## src/rtl/quad_encoder_emulator_pkg.sv

```systemverilog
// Shared types and phase helpers for the quadrature encoder emulator.
// The forward {A,B} sequence lives here so generator and decoder agree on it.
package quad_encoder_emulator_pkg;

  localparam int COUNT_W_DEF  = 32;
  localparam int PERIOD_W_DEF = 16;

  typedef enum logic {
    IDLE = 1'b0,
    RUN  = 1'b1
  } state_t;

  // Forward order, slot 0 in the top bits: 00 -> 10 -> 11 -> 01
  localparam logic [7:0] FWD_SEQ = {2'b00, 2'b10, 2'b11, 2'b01};

  function automatic logic [1:0] phase_next(
    input logic [1:0] ph,
    input logic       fwd
  );
    logic [1:0] idx;
    logic [1:0] nidx;
    idx = 2'd0;
    for (int i = 0; i < 4; i++) begin
      if (FWD_SEQ[7-2*i -: 2] == ph) idx = 2'(i);
    end
    nidx = fwd ? idx + 2'd1 : idx - 2'd1;
    return FWD_SEQ[7-2*nidx -: 2];
  endfunction

endpackage

```

## src/rtl/quad_encoder_emulator_phase_gen.sv

```systemverilog
// Phase register and signed position counter.
// Moves one quadrature step per strobe in the latched direction.
module quad_phase_gen
  import quad_encoder_emulator_pkg::*;
#(
  parameter int COUNT_W = COUNT_W_DEF
) (
  input  logic                      clk,
  input  logic                      rst,
  input  logic                      i_step,
  input  logic                      i_fwd,
  output logic                      o_ch_a,
  output logic                      o_ch_b,
  output logic signed [COUNT_W-1:0] o_position
);

  logic [1:0]         r_phase;
  logic [COUNT_W-1:0] r_pos;

  always_ff @(posedge clk) begin
    if (rst) begin
      r_phase <= 2'b00;
      r_pos   <= '0;
    end else if (i_step) begin
      r_phase <= phase_next(r_phase, i_fwd);
      r_pos   <= i_fwd ? r_pos + COUNT_W'(1) : r_pos - COUNT_W'(1);
    end
  end

  assign o_ch_a     = r_phase[1];
  assign o_ch_b     = r_phase[0];
  assign o_position = r_pos;

endmodule

```

## src/rtl/quad_encoder_emulator.sv

```systemverilog
// Quadrature encoder emulator: turns signed step commands into
// evenly spaced A/B edges and tracks the emitted position.
module quad_encoder_emulator
  import quad_encoder_emulator_pkg::*;
#(
  parameter int COUNT_W  = COUNT_W_DEF,
  parameter int PERIOD_W = PERIOD_W_DEF
) (
  input  logic                      clk,
  input  logic                      rst,
  input  logic                      cmd_valid,
  output logic                      cmd_ready,
  input  logic signed [COUNT_W-1:0] cmd_steps,
  input  logic [PERIOD_W-1:0]       edge_period,
  input  logic                      abort,
  output logic                      ch_A,
  output logic                      ch_B,
  output logic                      busy,
  output logic signed [COUNT_W-1:0] position,
  output logic                      done
);

  state_t              r_state;
  logic [PERIOD_W-1:0] r_timer;
  logic [PERIOD_W-1:0] r_period;
  logic [COUNT_W-1:0]  r_remaining;
  logic                r_fwd;
  logic                r_done;

  logic                w_accept;
  logic                w_due;
  logic                w_step;
  logic                w_last;
  logic [COUNT_W-1:0]  w_mag;
  logic [PERIOD_W-1:0] w_period;

  // Negating the most negative value still yields the right unsigned magnitude
  assign w_mag    = cmd_steps[COUNT_W-1] ? COUNT_W'(-cmd_steps)
                                         : COUNT_W'(cmd_steps);
  assign w_period = (edge_period == '0) ? PERIOD_W'(1) : edge_period;
  assign w_accept = (r_state == IDLE) & cmd_valid & ~abort;
  assign w_due    = (r_state == RUN) & (r_timer == PERIOD_W'(1));
  assign w_step   = w_due & ~abort;
  assign w_last   = (r_remaining == COUNT_W'(1));

  always_ff @(posedge clk) begin
    if (rst) begin
      r_state     <= IDLE;
      r_timer     <= '0;
      r_period    <= '0;
      r_remaining <= '0;
      r_fwd       <= 1'b0;
      r_done      <= 1'b0;
    end else begin
      r_done <= 1'b0;
      unique case (r_state)
        IDLE: begin
          if (w_accept) begin
            if (cmd_steps == '0) begin
              r_done <= 1'b1;
            end else begin
              r_state     <= RUN;
              r_fwd       <= ~cmd_steps[COUNT_W-1];
              r_remaining <= w_mag;
              r_period    <= w_period;
              r_timer     <= w_period;
            end
          end
        end
        RUN: begin
          if (abort) begin
            r_state     <= IDLE;
            r_remaining <= '0;
            r_timer     <= '0;
          end else if (w_due) begin
            r_timer     <= r_period;
            r_remaining <= r_remaining - COUNT_W'(1);
            if (w_last) begin
              r_state <= IDLE;
              r_done  <= 1'b1;
            end
          end else begin
            r_timer <= r_timer - PERIOD_W'(1);
          end
        end
      endcase
    end
  end

  assign busy      = (r_state == RUN);
  assign cmd_ready = (r_state == IDLE);
  assign done      = r_done;

  quad_phase_gen #(
    .COUNT_W (COUNT_W)
  ) u_phase (
    .clk        (clk),
    .rst        (rst),
    .i_step     (w_step),
    .i_fwd      (r_fwd),
    .o_ch_a     (ch_A),
    .o_ch_b     (ch_B),
    .o_position (position)
  );

endmodule
```

## config.mk

```make
export PLATFORM = sky130hd
export DESIGN_NAME = quad_encoder_emulator
export DESIGN_NICKNAME = d
export VERILOG_FILES = /design/src/rtl/quad_encoder_emulator_pkg.sv /design/src/rtl/quad_encoder_emulator_phase_gen.sv /design/src/rtl/quad_encoder_emulator.sv
export SDC_FILE = /design/constraint.sdc
export NUM_CORES = 1
export LEC_CHECK = 0
export ABC_AREA = 1
export CELL_PAD_IN_SITES_DETAIL_PLACEMENT = 0
export CELL_PAD_IN_SITES_GLOBAL_PLACEMENT = 1
export CORE_ASPECT_RATIO = 0.7
export CORE_MARGIN = 8
export CORE_UTILIZATION = 43
export CTS_CLUSTER_SIZE = 30
export DETAILED_ROUTE_END_ITERATION = 10
export GPL_ROUTABILITY_DRIVEN = 0
export PLACE_DENSITY_LB_ADDON = 0.15
export SLEW_MARGIN = 20
export SYNTH_ARGS = -nofsm -noshare
export SYNTH_HDL_FRONTEND = slang
export SYNTH_SLANG_ARGS = --single-unit
```

## constraint.sdc

```tcl
create_clock -name clk -period 3.4 [get_ports clk]
set_input_delay 0.68 -clock clk [delete_from_list [all_inputs] [get_ports clk]]
set_output_delay 0.68 -clock clk [all_outputs]
set_load 0.1 [all_outputs]
```

==> key figures <==
Run status
  • Status: complete, no violations

Synthesis
  • Post-Synth XOR/XNOR Area: 2.87%
  • #FFs+latches synth: 101
  • Compound-gate portion of the synthesized area: 17.4%
  • Syn_nets: 1,556
  • Synth Cell Area: 8560 um^2
  • Distinct cell type count after synthesis: 43
  • Multiplexer area fraction after synthesis: 0%
  • Asr flop ratio synth: 0%
  • Post-synth EDFFs: 0
  • Largest family of logic cells by synthesized area: simple AND/OR/NAND/NOR gates
  • Yosys warns: 0
  • Syn Area/Cell: 5.84 um^2
  • Post-synthesis sequential area ratio: 23.6%
  • Synth Area in Simple Gates: 39.6%
  • Ys flop type: dfxtp_1
  • Synth Instances: 1,466
  • Fraction of the mapped netlist area in adder cells: 5.64%

Timing
  • Min Clock Period, post-route: 2.91 ns
  • RSZ-0062 raised after global routing: false
  • Rel. slew slack: 34.7%
  • Setup TNS: 0 ns
  • Worst slew pin tran: 0.976 ns
  • Fin. max-slew vios: 0
  • Final Hold Fails: 0
  • Crit share post-route: 85.7%
  • Final setup vio count: 0
  • Worst hold margin: 0.462 ns
  • Clk_skew: 0.0127 ns
  • Max Fclk: 0.343 GHz

Route
  • 1st-iter DRT viols: 827
  • Antenna-violating nets left: 0
  • Pre-Repair DR Iteration Count: 5
  • Post-DR wirelength/cell: 15.8 um
  • Vias: 9,529
  • DR DRC count: 0
  • Avg Vias per Cell: 5.24
  • Drt total wl: 28,600 um

Clock network
  • PostCTS Resize Cnt: 0
  • CTS buffer count: 9
  • Root Driver: clkbuf_16
  • H-tree depth: 3
  • CTS tree: done
  • CTS sink cnt: 101
  • CTS max path bufs: 2
  • Clock slew at reported path FFs: 0.07 ns
  • Hold buffer count at CTS: 0
  • Post-CTS setup buffer count: 0
  • Worst-Skew Late Latency: 0.36 ns

Power and ir drop
  • Flop pwr share: 38.5%
  • Switch share: 37.5%
  • Combinational share of power: 30.2%
  • Int Pwr: 2130 uW
  • P per Cell Area: 343 nW/um^2
  • Clk pwr share: 31.3%
  • Total power draw: 3410 uW
  • Pleak: 0.00506 uW
  • VDD IR max: 245 uV
  • Sw power: 1280 uW

Worst setup path
  • Most frequent CP cell: nand2_2
  • Crit. End Element: flop
  • CP delay by family, top: simple AND/OR/NAND/NOR gates
  • CP peak stage delay: 0.43 ns
  • Startpoint types: primary input
  • CP Cell Sequence: clkdlybuf4s50_1 > inv_1 > ha_1 > nand2_2 > nor2_2 > nand2_2 > o21ai_4 > nand2_2 > nand2_4 > inv_2 > o21ai_0 > nor2_1
  • CP Buf/Inv Count: 3
  • WP data arrival: 3.16 ns
  • Required @ worst endpoint: 3.65 ns
  • Highest-delay cell along the critical path: clkdlybuf4s50_1
  • Setup Crit Path Kind: primary input to flop
  • Worst-path maximum fanout: 29

Layout
  • Most frequent cells in the layout: nand2_1, nor2_1, inv_1
  • Area Growth Syn to Fin: 16.2%
  • # nets final: 1,632
  • N_diodes: 0
  • Most common cell after layout, fill and taps aside: nand2_1
  • Share of cells above drive strength 1: 7.18%

GRT
  • First-pass GRT wire length: 46,200 um
  • Initial antenna violation count: 1
  • Vias in the first global route: 8,506
  • GRT Residual Overflow: 0
  • Total track usage: 23.2%
  • Largest net degree at the start of global routing: 38

Run
  • Max Cap Viol: 0

Floorplan
  • Die extent in x: 185 um
  • # IOs: 89
  • Core area: 19,600 um^2
  • Die area: 24,700 um^2
  • Die H: 134 um
  • Initial Util: 43.6%
  • Row count: 43

Placement
  • Port bufs: 88
  • Dpl hpwl: 22,400 um

Min path
  • Worst Hold Class: flop to flop
==> final timing paths <==
kind | startpoint | end | slack, ns | depth (start not counted)
min reg2reg | r_period[10] | r_period[10] | 0.46 | 2
max | cmd_steps[0] | r_remaining[31] | 0.49 | 12
max reg2reg | r_fwd | u_phase.o_position[20] | 0.61 | 12
min | r_period[10] | r_period[10] | 0.46 | 2
==> stage by stage <==
step	cell area, um^2	setup slack (ns)	utilization, %	instances
after CTS	9950	0.516	50.7	1817
after floorplan	8560	0.481	-	1466
final	9950	0.485	50.7	1817
after detailed placement	9660	0.139	49.2	1801
after global routing	9950	0.253	50.7	1817
after global placement	9660	0.215	49.2	1801
==> sequential cells by signal (all words and copies together) (netlist names) <==
| signal | flops |
|---|---|
| busy | 1 |
| done | 1 |
| r_remaining | 32 |
| r_fwd | 1 |
| r_period | 16 |
| u_phase.o_position | 32 |
| u_phase.r_phase | 2 |
| r_timer | 16 |
==> power groups by stage <==
stage,logic [uW],registers (uW),clock network (uW)
finish,1030,1310,1070
global route,1170,1320,1140
CTS,1020,1310,1090
detailed placement,1010,1340,0
global placement,1010,1340,0
floorplan,709,1340,0
==> cells by family after synthesis <==
logic type,Yosys count
simple gates,793
compound gates,267
buf+inv,239
flops,101
fa+ha+maj,38
xor+xnor,28
==> layout make-up <==
type | instances | area [um^2]
Clock buffer | 10 | 239
Fill cell | 2121 | 9690
Inverter | 196 | 736
Clock inverter | 6 | 51.3
Tap cell | 270 | 338
Timing Repair Buffer | 108 | 953
Sequential cell | 101 | 2020
Multi-Input combinational cell | 1126 | 5610
==> routing by layer <==
layer  track usage, %  routed length (um)  vias to the layer above
met5                0                  13                        -
met4             3.68                 206                        2
met2             31.1               10700                      285
li1                 -                   -                     4922
met3             5.40                2330                       16
met1             36.5               15300                     4304
==> worst reg2reg max path: stages, from the launching register on <==
cell,delay (ns)
dfxtp_1,0.43
inv_1,0.28
buf_12,0.25
ha_1,0.36
nand2_1,0.17
o21ai_0,0.35
inv_1,0.10
nand3_1,0.19
nand3_1,0.23
nand3_1,0.13
nand3_1,0.09
nand2_1,0.09
inv_1,0.03
==> cell usage after synthesis, types with 7 or more instances <==
| library cell | instances | area share (%) |
|---|---|---|
| o21a_1 | 15 | 1.3 |
| o22ai_1 | 8 | 0.58 |
| nor3_1 | 22 | 1.3 |
| xnor2_1 | 11 | 1.1 |
| o211ai_1 | 15 | 1.3 |
| nand4_1 | 20 | 1.5 |
| o21bai_1 | 10 | 0.88 |
| nand3_2 | 8 | 0.94 |
| a31oi_1 | 8 | 0.58 |
| nand3_1 | 120 | 7.0 |
| o21ai_0 | 100 | 5.8 |
| ha_1 | 37 | 5.4 |
| nor2_2 | 13 | 0.95 |
| clkbuf_1 | 22 | 0.96 |
| nor2_1 | 205 | 9.0 |
| nor4_1 | 7 | 0.51 |
| buf_2 | 12 | 0.70 |
| a21oi_1 | 102 | 6.0 |
| inv_1 | 194 | 8.5 |
| xor2_1 | 17 | 1.7 |
| dfxtp_1 | 101 | 24 |
| nand2_1 | 375 | 16 |
No activity file was read; power rests on OpenSTA's default activity.
